File: src/rtl/ps2_pkg.sv
// ps2_pkg: shared set-2 prefix codes, frame length and key event type.
package ps2_pkg;
  localparam logic [7:0] PS2_PFX_EXT = 8'hE0;
  localparam logic [7:0] PS2_PFX_BRK = 8'hF0;
  localparam int PS2_FRAME_BITS = 11;
  typedef struct packed {
    logic ext;
    logic brk;
    logic [7:0] code;
  } key_event_t;
endpackage

File: src/rtl/ps2_key_event_rx_if.sv
// ps2_key_event_rx_if: key event stream plus sticky status and error clear.
interface ps2_key_event_rx_if #(parameter int FIFO_DEPTH = 8);
  logic valid, ready, brk, ext, overflow, frame_err, clr_err;
  logic [7:0] code;
  logic [$clog2(FIFO_DEPTH):0] count;
  modport master(output valid, code, brk, ext, count, overflow, frame_err, input ready, clr_err);
  modport slave(input valid, code, brk, ext, count, overflow, frame_err, output ready, clr_err);
endinterface

File: src/rtl/ps2_frame_rx.sv
// ps2_frame_rx: synchronises the PS/2 pins, frames 11 bits and checks start/parity/stop.
module ps2_frame_rx import ps2_pkg::*; #(
  parameter int SYNC_STAGES = 3,
  parameter int TIMEOUT_CYC = 50000
) (
  input  logic       clk,
  input  logic       clrn,
  input  logic       ps2_clk,
  input  logic       ps2_data,
  output logic       byte_valid,
  output logic [7:0] data,
  output logic       err
);
  logic [SYNC_STAGES-1:0] ck_s, dt_s;
  logic ck_q, fall, last, ok, tmo_hit, dt;
  logic [3:0] cnt;
  logic [9:0] sr;
  assign dt = dt_s[SYNC_STAGES-1];
  assign fall = ck_q & ~ck_s[SYNC_STAGES-1];
  assign last = fall && cnt == 4'(PS2_FRAME_BITS - 1);
  // sr[0]=start, sr[8:1]=byte, sr[9]=parity once ten bits are in; dt is the stop bit
  assign ok = ~sr[0] & dt & ^sr[9:1];
  assign byte_valid = last & ok;
  assign data = sr[8:1];
  assign err = (last & ~ok) | tmo_hit;
  always_ff @(posedge clk or negedge clrn)
    if (!clrn) begin
      ck_s <= '1;
      dt_s <= '1;
      ck_q <= 1'b1;
      cnt <= '0;
      sr <= '0;
    end else begin
      ck_s <= {ck_s[SYNC_STAGES-2:0], ps2_clk};
      dt_s <= {dt_s[SYNC_STAGES-2:0], ps2_data};
      ck_q <= ck_s[SYNC_STAGES-1];
      if (fall) begin
        sr <= {dt, sr[9:1]};
        cnt <= last ? '0 : cnt + 4'd1;
      end else if (tmo_hit) cnt <= '0;
    end
  if (TIMEOUT_CYC > 0) begin : g_tmo
    localparam int TW = $clog2(TIMEOUT_CYC + 1);
    logic [TW-1:0] tmo;
    always_ff @(posedge clk or negedge clrn)
      if (!clrn) tmo <= '0;
      else tmo <= (fall || cnt == 4'd0) ? '0 : tmo + TW'(1);
    assign tmo_hit = cnt != 4'd0 && !fall && tmo == TW'(TIMEOUT_CYC - 1);
  end else begin : g_no_tmo
    assign tmo_hit = 1'b0;
  end
endmodule

File: src/rtl/ps2_key_event_rx.sv
// ps2_key_event_rx: PS/2 set-2 receiver decoding E0/F0 prefixes into key events buffered in a FIFO.
module ps2_key_event_rx import ps2_pkg::*; #(
  parameter int FIFO_DEPTH = 8,
  parameter int SYNC_STAGES = 3,
  parameter int TIMEOUT_CYC = 50000
) (
  input  logic clk,
  input  logic clrn,
  input  logic ps2_clk,
  input  logic ps2_data,
  ps2_key_event_rx_if.master ev
);
  localparam int AW = $clog2(FIFO_DEPTH);
  localparam int CW = AW + 1;
  typedef enum logic [1:0] {IDLE = 2'b00, BRK = 2'b01, EXT = 2'b10, EXT_BRK = 2'b11} dec_st_t;
  dec_st_t st;
  key_event_t mem [FIFO_DEPTH];
  logic [AW-1:0] wp, rp;
  logic [CW-1:0] cnt;
  logic [7:0] b;
  logic bv, ferr, emit, full, push, pop, overflow, frame_err;
  ps2_frame_rx #(.SYNC_STAGES(SYNC_STAGES), .TIMEOUT_CYC(TIMEOUT_CYC)) u_frame (
    .clk(clk), .clrn(clrn), .ps2_clk(ps2_clk), .ps2_data(ps2_data),
    .byte_valid(bv), .data(b), .err(ferr)
  );
  assign emit = bv && b != PS2_PFX_EXT && b != PS2_PFX_BRK;
  assign full = cnt == CW'(FIFO_DEPTH);
  assign pop = ev.valid && ev.ready;
  // a full FIFO still accepts a push when the head leaves in the same cycle
  assign push = emit && (!full || pop);
  assign ev.valid = cnt != '0;
  assign {ev.ext, ev.brk, ev.code} = mem[rp];
  assign ev.count = cnt;
  assign ev.overflow = overflow;
  assign ev.frame_err = frame_err;
  always_ff @(posedge clk or negedge clrn)
    if (!clrn) begin
      st <= IDLE;
      wp <= '0;
      rp <= '0;
      cnt <= '0;
      overflow <= 1'b0;
      frame_err <= 1'b0;
      for (int i = 0; i < FIFO_DEPTH; i++) mem[i] <= '0;
    end else begin
      // st[1] tracks E0 and st[0] tracks F0 so either prefix order lands in EXT_BRK
      if (bv) st <= b == PS2_PFX_EXT ? (st[0] ? EXT_BRK : EXT) :
                    b == PS2_PFX_BRK ? (st[1] ? EXT_BRK : BRK) : IDLE;
      if (push) begin
        mem[wp] <= '{ext: st[1], brk: st[0], code: b};
        wp <= wp + AW'(1);
      end
      if (pop) rp <= rp + AW'(1);
      cnt <= cnt + CW'(push) - CW'(pop);
      overflow <= (emit && full && !pop) | (overflow & ~ev.clr_err);
      frame_err <= ferr | (frame_err & ~ev.clr_err);
    end
endmodule
File: src/flat_wrapper.sv
// flat-port wrapper written by rule: the top's interface ports become plain ports
module ps2_key_event_rx_flat import ps2_pkg::*;
#(
  parameter int FIFO_DEPTH = 8,
  parameter int SYNC_STAGES = 3,
  parameter int TIMEOUT_CYC = 50000
)
  (clk, clrn, ps2_clk, ps2_data, ev_valid, ev_code, ev_brk, ev_ext, ev_count, ev_overflow, ev_frame_err, ev_ready, ev_clr_err);
  ps2_key_event_rx_if #(.FIFO_DEPTH(FIFO_DEPTH)) ev_i ();
  input  logic clk;
  input  logic clrn;
  input  logic ps2_clk;
  input  logic ps2_data;
  output wire logic [$bits(ev_i.valid)-1:0] ev_valid;
  output wire logic [$bits(ev_i.code)-1:0] ev_code;
  output wire logic [$bits(ev_i.brk)-1:0] ev_brk;
  output wire logic [$bits(ev_i.ext)-1:0] ev_ext;
  output wire logic [$bits(ev_i.count)-1:0] ev_count;
  output wire logic [$bits(ev_i.overflow)-1:0] ev_overflow;
  output wire logic [$bits(ev_i.frame_err)-1:0] ev_frame_err;
  input wire logic [$bits(ev_i.ready)-1:0] ev_ready;
  input wire logic [$bits(ev_i.clr_err)-1:0] ev_clr_err;
  assign ev_valid = ev_i.valid;
  assign ev_code = ev_i.code;
  assign ev_brk = ev_i.brk;
  assign ev_ext = ev_i.ext;
  assign ev_count = ev_i.count;
  assign ev_overflow = ev_i.overflow;
  assign ev_frame_err = ev_i.frame_err;
  assign ev_i.ready = ev_ready;
  assign ev_i.clr_err = ev_clr_err;
  ps2_key_event_rx #(.FIFO_DEPTH(FIFO_DEPTH), .SYNC_STAGES(SYNC_STAGES), .TIMEOUT_CYC(TIMEOUT_CYC)) u_core (.clk(clk), .clrn(clrn), .ps2_clk(ps2_clk), .ps2_data(ps2_data), .ev(ev_i));
endmodule
File: config.mk
export PLATFORM = sky130hd
export DESIGN_NAME = ps2_key_event_rx_flat
export DESIGN_NICKNAME = d
export VERILOG_FILES = /design/src/rtl/ps2_pkg.sv /design/src/rtl/ps2_key_event_rx_if.sv /design/src/rtl/ps2_frame_rx.sv /design/src/rtl/ps2_key_event_rx.sv /design/src/flat_wrapper.sv
export SDC_FILE = /design/constraint.sdc
export NUM_CORES = 1
export LEC_CHECK = 0
export BUFFER_PORTS_ARGS = -buffer_cell sky130_fd_sc_hd__buf_2
export CELL_PAD_IN_SITES_DETAIL_PLACEMENT = 0
export CELL_PAD_IN_SITES_GLOBAL_PLACEMENT = 1
export CORE_ASPECT_RATIO = 0.9
export CORE_MARGIN = 4
export CORE_UTILIZATION = 40
export DETAILED_ROUTE_END_ITERATION = 6
export PLACE_DENSITY_LB_ADDON = 0.1
export SETUP_SLACK_MARGIN = 0.3
export SYNTH_ARGS = -nofsm -noshare
export SYNTH_HDL_FRONTEND = slang
export SYNTH_SLANG_ARGS = --single-unit
File: constraint.sdc
create_clock -name clk -period 2.95 [get_ports clk]
set_input_delay 0.4425 -clock clk [delete_from_list [all_inputs] [get_ports clk]]
set_output_delay 0.4425 -clock clk [all_outputs]
set_load 0.01 [all_outputs]
==> flow_metrics.py <==
metrics = {
    "synthesis": {
        "yosysWarningCount": 0,
        "mappedNetlistNets": 469,
        "synth_edf_count": 0,
        "syn_area_sq_mm": 0.00624,
        "most_used_flip_flop_cell_after_synthesis": "sky130_fd_sc_hd__dfrtp_1",
        "synthDistinctLibCells": 49,
        "synth.ff_latch_count": 131,
        "synth_cells": 445,
        "fraction_of_the_yosys_area_taken_by_sequential_cells_pct": 52.6,
        "synthesis.area_per_instance_sq_um": 14.0,
        "async_reset_ff_share_pct": 100,
    },
    "detailed_routing": {
        "routed_wire_length_per_instance_microns": 18.4,
        "detail_route.first_pass.iterations": 4,
        "ant_nets": 0,
        "routed_via_density": 5.26,
        "drtIter0Drc": 164,
        "route.final.wire_length_microns": 12800,
        "num_vias": 3653,
        "drt_drc_violations_left": 0,
    },
    "global_routing": {
        "via_count_of_the_first_global_routing_pass": 3835,
        "total_global_route_track_usage_pct": 15.4,
        "grt_first_pass_wirelength_microns": 21100,
        "grt_max_degree": 64,
        "grt_antenna_before_repair": 0,
        "overflow_left_after_global_routing": 0,
    },
    "sta": {
        "timing.clock.skew_ns": 0.00709,
        "tns_ns": 0,
        "setup-violations-final": 0,
        "max_freq_mhz": 395,
        "tightestPinTransition_ns": 0.758,
        "rsz0062_at_grt": "false",
        "period_share_pct": 85.9,
        "timing.final.max_slew_violations": 0,
        "timing.max_slew.rel_slack_pct": 49.5,
        "hold_viol": 0,
        "period_needed_ns": 2.53,
    },
    "clock_network": {
        "cts.clk_slew.worst_paths_ns": 0.05,
        "cts_buffer_depth": 2,
        "cts-root-buf": "sky130_fd_sc_hd__clkbuf_16",
        "cts_htree_levels": 4,
        "cts.hold.buffers_added": 0,
        "tritoncts": "done",
        "cts_sinks": 131,
        "clock_latency_on_the_worst_skew_pair_ns": 0.42,
        "tritoncts.num_buffers": 17,
    },
    "placement": {
        "port_buffers": 22,
        "globalplace.congestion": 0.760,
        "place.detailed.hpwl_microns": 8060,
    },
    "layout": {
        "layout.nets": 506,
        "areaGrowthSynthToFinish_pct": 16.0,
        "insertedDiodeCount": 0,
        "final_core_utilization_pct": 47.2,
        "layout.filler_cells": 1376,
        "area.sequential_sq_mm": 0.00329,
        "drive_above_1_share_pct": 40.4,
        "multi_input_comb_area_sq_mm": 0.00277,
    },
    "worst_setup_path": {
        "worstPathCellList": "ha_1, xnor3_1, xnor2_2, and3_4, ha_1, inv_1, fa_1, xnor2_1",
        "cp_slowest_cell": "sky130_fd_sc_hd__dfrtp_2",
        "timing.critical_path.slowest_cell_delay_ns": 0.48,
        "cp_data_required_time_ns": 3.26,
        "regToRegStartpoint": "u_core.u_frame.sr[6]",
        "worstSetupPathType": "flop to flop",
        "cp-end-kind": "flop",
        "cp_num_cells": 8,
        "worstSetupStartpoint": "u_core.u_frame.sr[6]",
        "rr_worst_depth": 8,
        "worstSetupStartpointType": "flop",
        "critical_path.most_common_cell": "sky130_fd_sc_hd__ha_1",
        "timing.critical_path.max_delay_family": "adder cells",
        "timing.critical_path.arrival_ns": 2.84,
        "crit_path_max_fanout": 12,
        "cp.buffers_inverters": 1,
    },
    "worst_hold_path": {
        "hold_class": "primary input to asynchronous set/reset pin",
    },
    "power": {
        "leakage_nw": 3.38,
        "power.density_cell_area_mw_per_mm2": 850,
        "irDropWorstVdd_v": 0.000850,
    },
    "floorplan": {
        "die-width_microns": 140,
        "ioPinCount": 23,
        "die_area_sq_mm": 0.0177,
        "floorplan.initialDensity_pct": 40.7,
        "core_area_sq_mm": 0.0153,
        "placement_rows": 43,
        "fp.dieH_microns": 127,
    },
    "flow_run": {
        "timing.max_cap.violations": 0,
    },
    "status": {
        "outcome": "complete, no violations",
    },
}
[power breakdown]
part | switching, mW | internal, mW | leakage (nW)
clock | 0.732 | 1.21 | 0.266
sequential | 0.241 | 1.97 | 1.76
combinational | 0.970 | 1.03 | 1.35
total | 1.94 | 4.21 | 3.38
[path summary, 6_finish.rpt]
kind / end / slack (ns)
worst max register to register: u_core.ev.count[2] / 0.42
worst min register to register: u_core.u_frame.dt_s[2] / 0.35
max in group asynchronous: u_core.wp[1] / 2.16
worst min-delay path: u_core.u_frame.g_tmo.tmo[15] / 0.002
worst max-delay path: u_core.ev.count[2] / 0.42
min in group clk: u_core.u_frame.ck_s[0] / 0.12
[state kept, by name (all words and copies together), names as in the netlist, 2 cells and up]
name,count
u_core.mem,80
u_core.u_frame.dt_s,3
u_core.u_frame.g_tmo.tmo,16
u_core.u_frame.sr,10
u_core.ev.count,4
u_core.u_frame.ck_s,3
u_core.st,2
u_core.rp,3
u_core.u_frame.cnt,4
u_core.wp,3
[synth_stat cells, types with 2 or more instances]
| master | number | area, sq um |
|---|---|---|
| sky130_fd_sc_hd__mux4_2 | 20 | 450 |
| sky130_fd_sc_hd__a21oi_1 | 3 | 15.0 |
| sky130_fd_sc_hd__inv_1 | 23 | 86.3 |
| sky130_fd_sc_hd__buf_2 | 5 | 25.0 |
| sky130_fd_sc_hd__nand2_1 | 12 | 45.0 |
| sky130_fd_sc_hd__clkbuf_1 | 10 | 37.5 |
| sky130_fd_sc_hd__or3_1 | 2 | 12.5 |
| sky130_fd_sc_hd__nand4_1 | 7 | 43.8 |
| sky130_fd_sc_hd__nor4b_1 | 2 | 17.5 |
| sky130_fd_sc_hd__dfstp_2 | 7 | 184 |
| sky130_fd_sc_hd__nand4_4 | 6 | 128 |
| sky130_fd_sc_hd__buf_4 | 2 | 15.0 |
| sky130_fd_sc_hd__xnor2_1 | 17 | 149 |
| sky130_fd_sc_hd__buf_1 | 4 | 15.0 |
| sky130_fd_sc_hd__mux2_2 | 93 | 1050 |
| sky130_fd_sc_hd__nor3_1 | 3 | 15.0 |
| sky130_fd_sc_hd__nor2_1 | 17 | 63.8 |
| sky130_fd_sc_hd__nor2b_1 | 2 | 12.5 |
| sky130_fd_sc_hd__a22o_1 | 2 | 17.5 |
| sky130_fd_sc_hd__nor4_1 | 10 | 62.6 |
| sky130_fd_sc_hd__nand2b_1 | 4 | 25.0 |
| sky130_fd_sc_hd__o32ai_1 | 2 | 17.5 |
| sky130_fd_sc_hd__and4_1 | 3 | 26.3 |
| sky130_fd_sc_hd__o21ai_0 | 7 | 35.0 |
| sky130_fd_sc_hd__nor3b_1 | 2 | 15.0 |
| sky130_fd_sc_hd__mux2_1 | 5 | 56.3 |
| sky130_fd_sc_hd__dfrtp_1 | 124 | 3100 |
| sky130_fd_sc_hd__nand3_1 | 10 | 50.1 |
| sky130_fd_sc_hd__xor2_1 | 3 | 26.3 |
| sky130_fd_sc_hd__and3_1 | 3 | 18.8 |
| sky130_fd_sc_hd__ha_1 | 17 | 213 |
[metrics by stage]
stage / setup WS [ns] / cell area (sq um) / power, mW / cells / hold slack, ns
finish: 0.416 / 7240 / 6.16 / 694 / 0.00236
global route: 0.303 / 7240 / 6.51 / 694 / 0.0498
CTS: 0.301 / 7180 / 5.82 / 691 / 0.0270
detailed placement: 0.310 / 6650 / 3.84 / 662 / 0.347
global placement: 0.373 / 6650 / 3.82 / 662 / 0.345
floorplan: 0.319 / 6250 / 3.43 / 445 / 0.147
[cell usage in the layout (no fill, tap or decap), types with 2 or more instances in the layout]
master / synthesis / final
sky130_fd_sc_hd__nor2_1: 17 / 17
sky130_fd_sc_hd__nor4_1: 10 / 10
sky130_fd_sc_hd__o32ai_1: 2 / 2
sky130_fd_sc_hd__a22o_1: 2 / 2
sky130_fd_sc_hd__clkinv_2: 0 / 3
sky130_fd_sc_hd__nor3b_1: 2 / 2
sky130_fd_sc_hd__mux4_2: 20 / 20
sky130_fd_sc_hd__o21ai_0: 7 / 7
sky130_fd_sc_hd__xor2_1: 3 / 3
sky130_fd_sc_hd__buf_2: 5 / 21
sky130_fd_sc_hd__buf_4: 2 / 13
sky130_fd_sc_hd__buf_12: 0 / 4
sky130_fd_sc_hd__dfrtp_1: 124 / 121
sky130_fd_sc_hd__xnor2_1: 17 / 17
sky130_fd_sc_hd__a21oi_1: 3 / 3
sky130_fd_sc_hd__nand3_1: 10 / 10
sky130_fd_sc_hd__inv_1: 23 / 23
sky130_fd_sc_hd__buf_6: 1 / 2
sky130_fd_sc_hd__nor3_1: 3 / 3
sky130_fd_sc_hd__mux2_1: 5 / 5
sky130_fd_sc_hd__dfrtp_2: 0 / 3
sky130_fd_sc_hd__nand2b_1: 4 / 4
sky130_fd_sc_hd__and4_1: 3 / 3
sky130_fd_sc_hd__clkbuf_16: 0 / 17
sky130_fd_sc_hd__nor2b_1: 2 / 2
sky130_fd_sc_hd__ha_1: 17 / 17
sky130_fd_sc_hd__clkbuf_1: 10 / 4
sky130_fd_sc_hd__nand2_1: 12 / 12
sky130_fd_sc_hd__and3_1: 3 / 2
sky130_fd_sc_hd__or3_1: 2 / 2
sky130_fd_sc_hd__nand4_4: 6 / 6
sky130_fd_sc_hd__mux2_2: 93 / 93
sky130_fd_sc_hd__nand4_1: 7 / 7
sky130_fd_sc_hd__dfstp_2: 7 / 7
sky130_fd_sc_hd__nor4b_1: 2 / 2
sky130_fd_sc_hd__clkbuf_8: 0 / 3
[layout make-up]
type	instances	share of cell area, %
multi-input cells	269	38.3
clock inverters	5	0.743
flip-flops and latches	131	45.4
clock buffers	24	6.65
well taps	202	3.49
inverters	23	1.19
repair buffers	40	4.22
[kinds of logic (layout without fill, tap and decap cells)]
logic type	after synthesis	in the layout	share of synthesized area [%]
flops	131	131	52.6
xor+xnor	22	22	3.43
fa+ha+maj	18	18	3.73
buf+inv	45	92	3.05
compound gates	21	21	2.63
simple gates	90	90	9.64
mux	118	118	24.9
[what timing repair did]
item | 4_1_cts | 5_1_grt
setup buffers | 0 | 3
endpoints found under the setup margin | 0 | 22
resized for setup | 0 | 6
[layer usage]
| layer | GRT usage [%] | up-vias | part of all wire (%) |
|---|---|---|---|
| li1 | - | 1705 | - |
| met4 | 4.79 | 0 | 0.94 |
| met5 | 0 | - | 0 |
| met2 | 23.8 | 44 | 46 |
| met1 | 21.3 | 1896 | 49 |
| met3 | 4.30 | 8 | 3.3 |
Power figures use the tool's default switching activity.
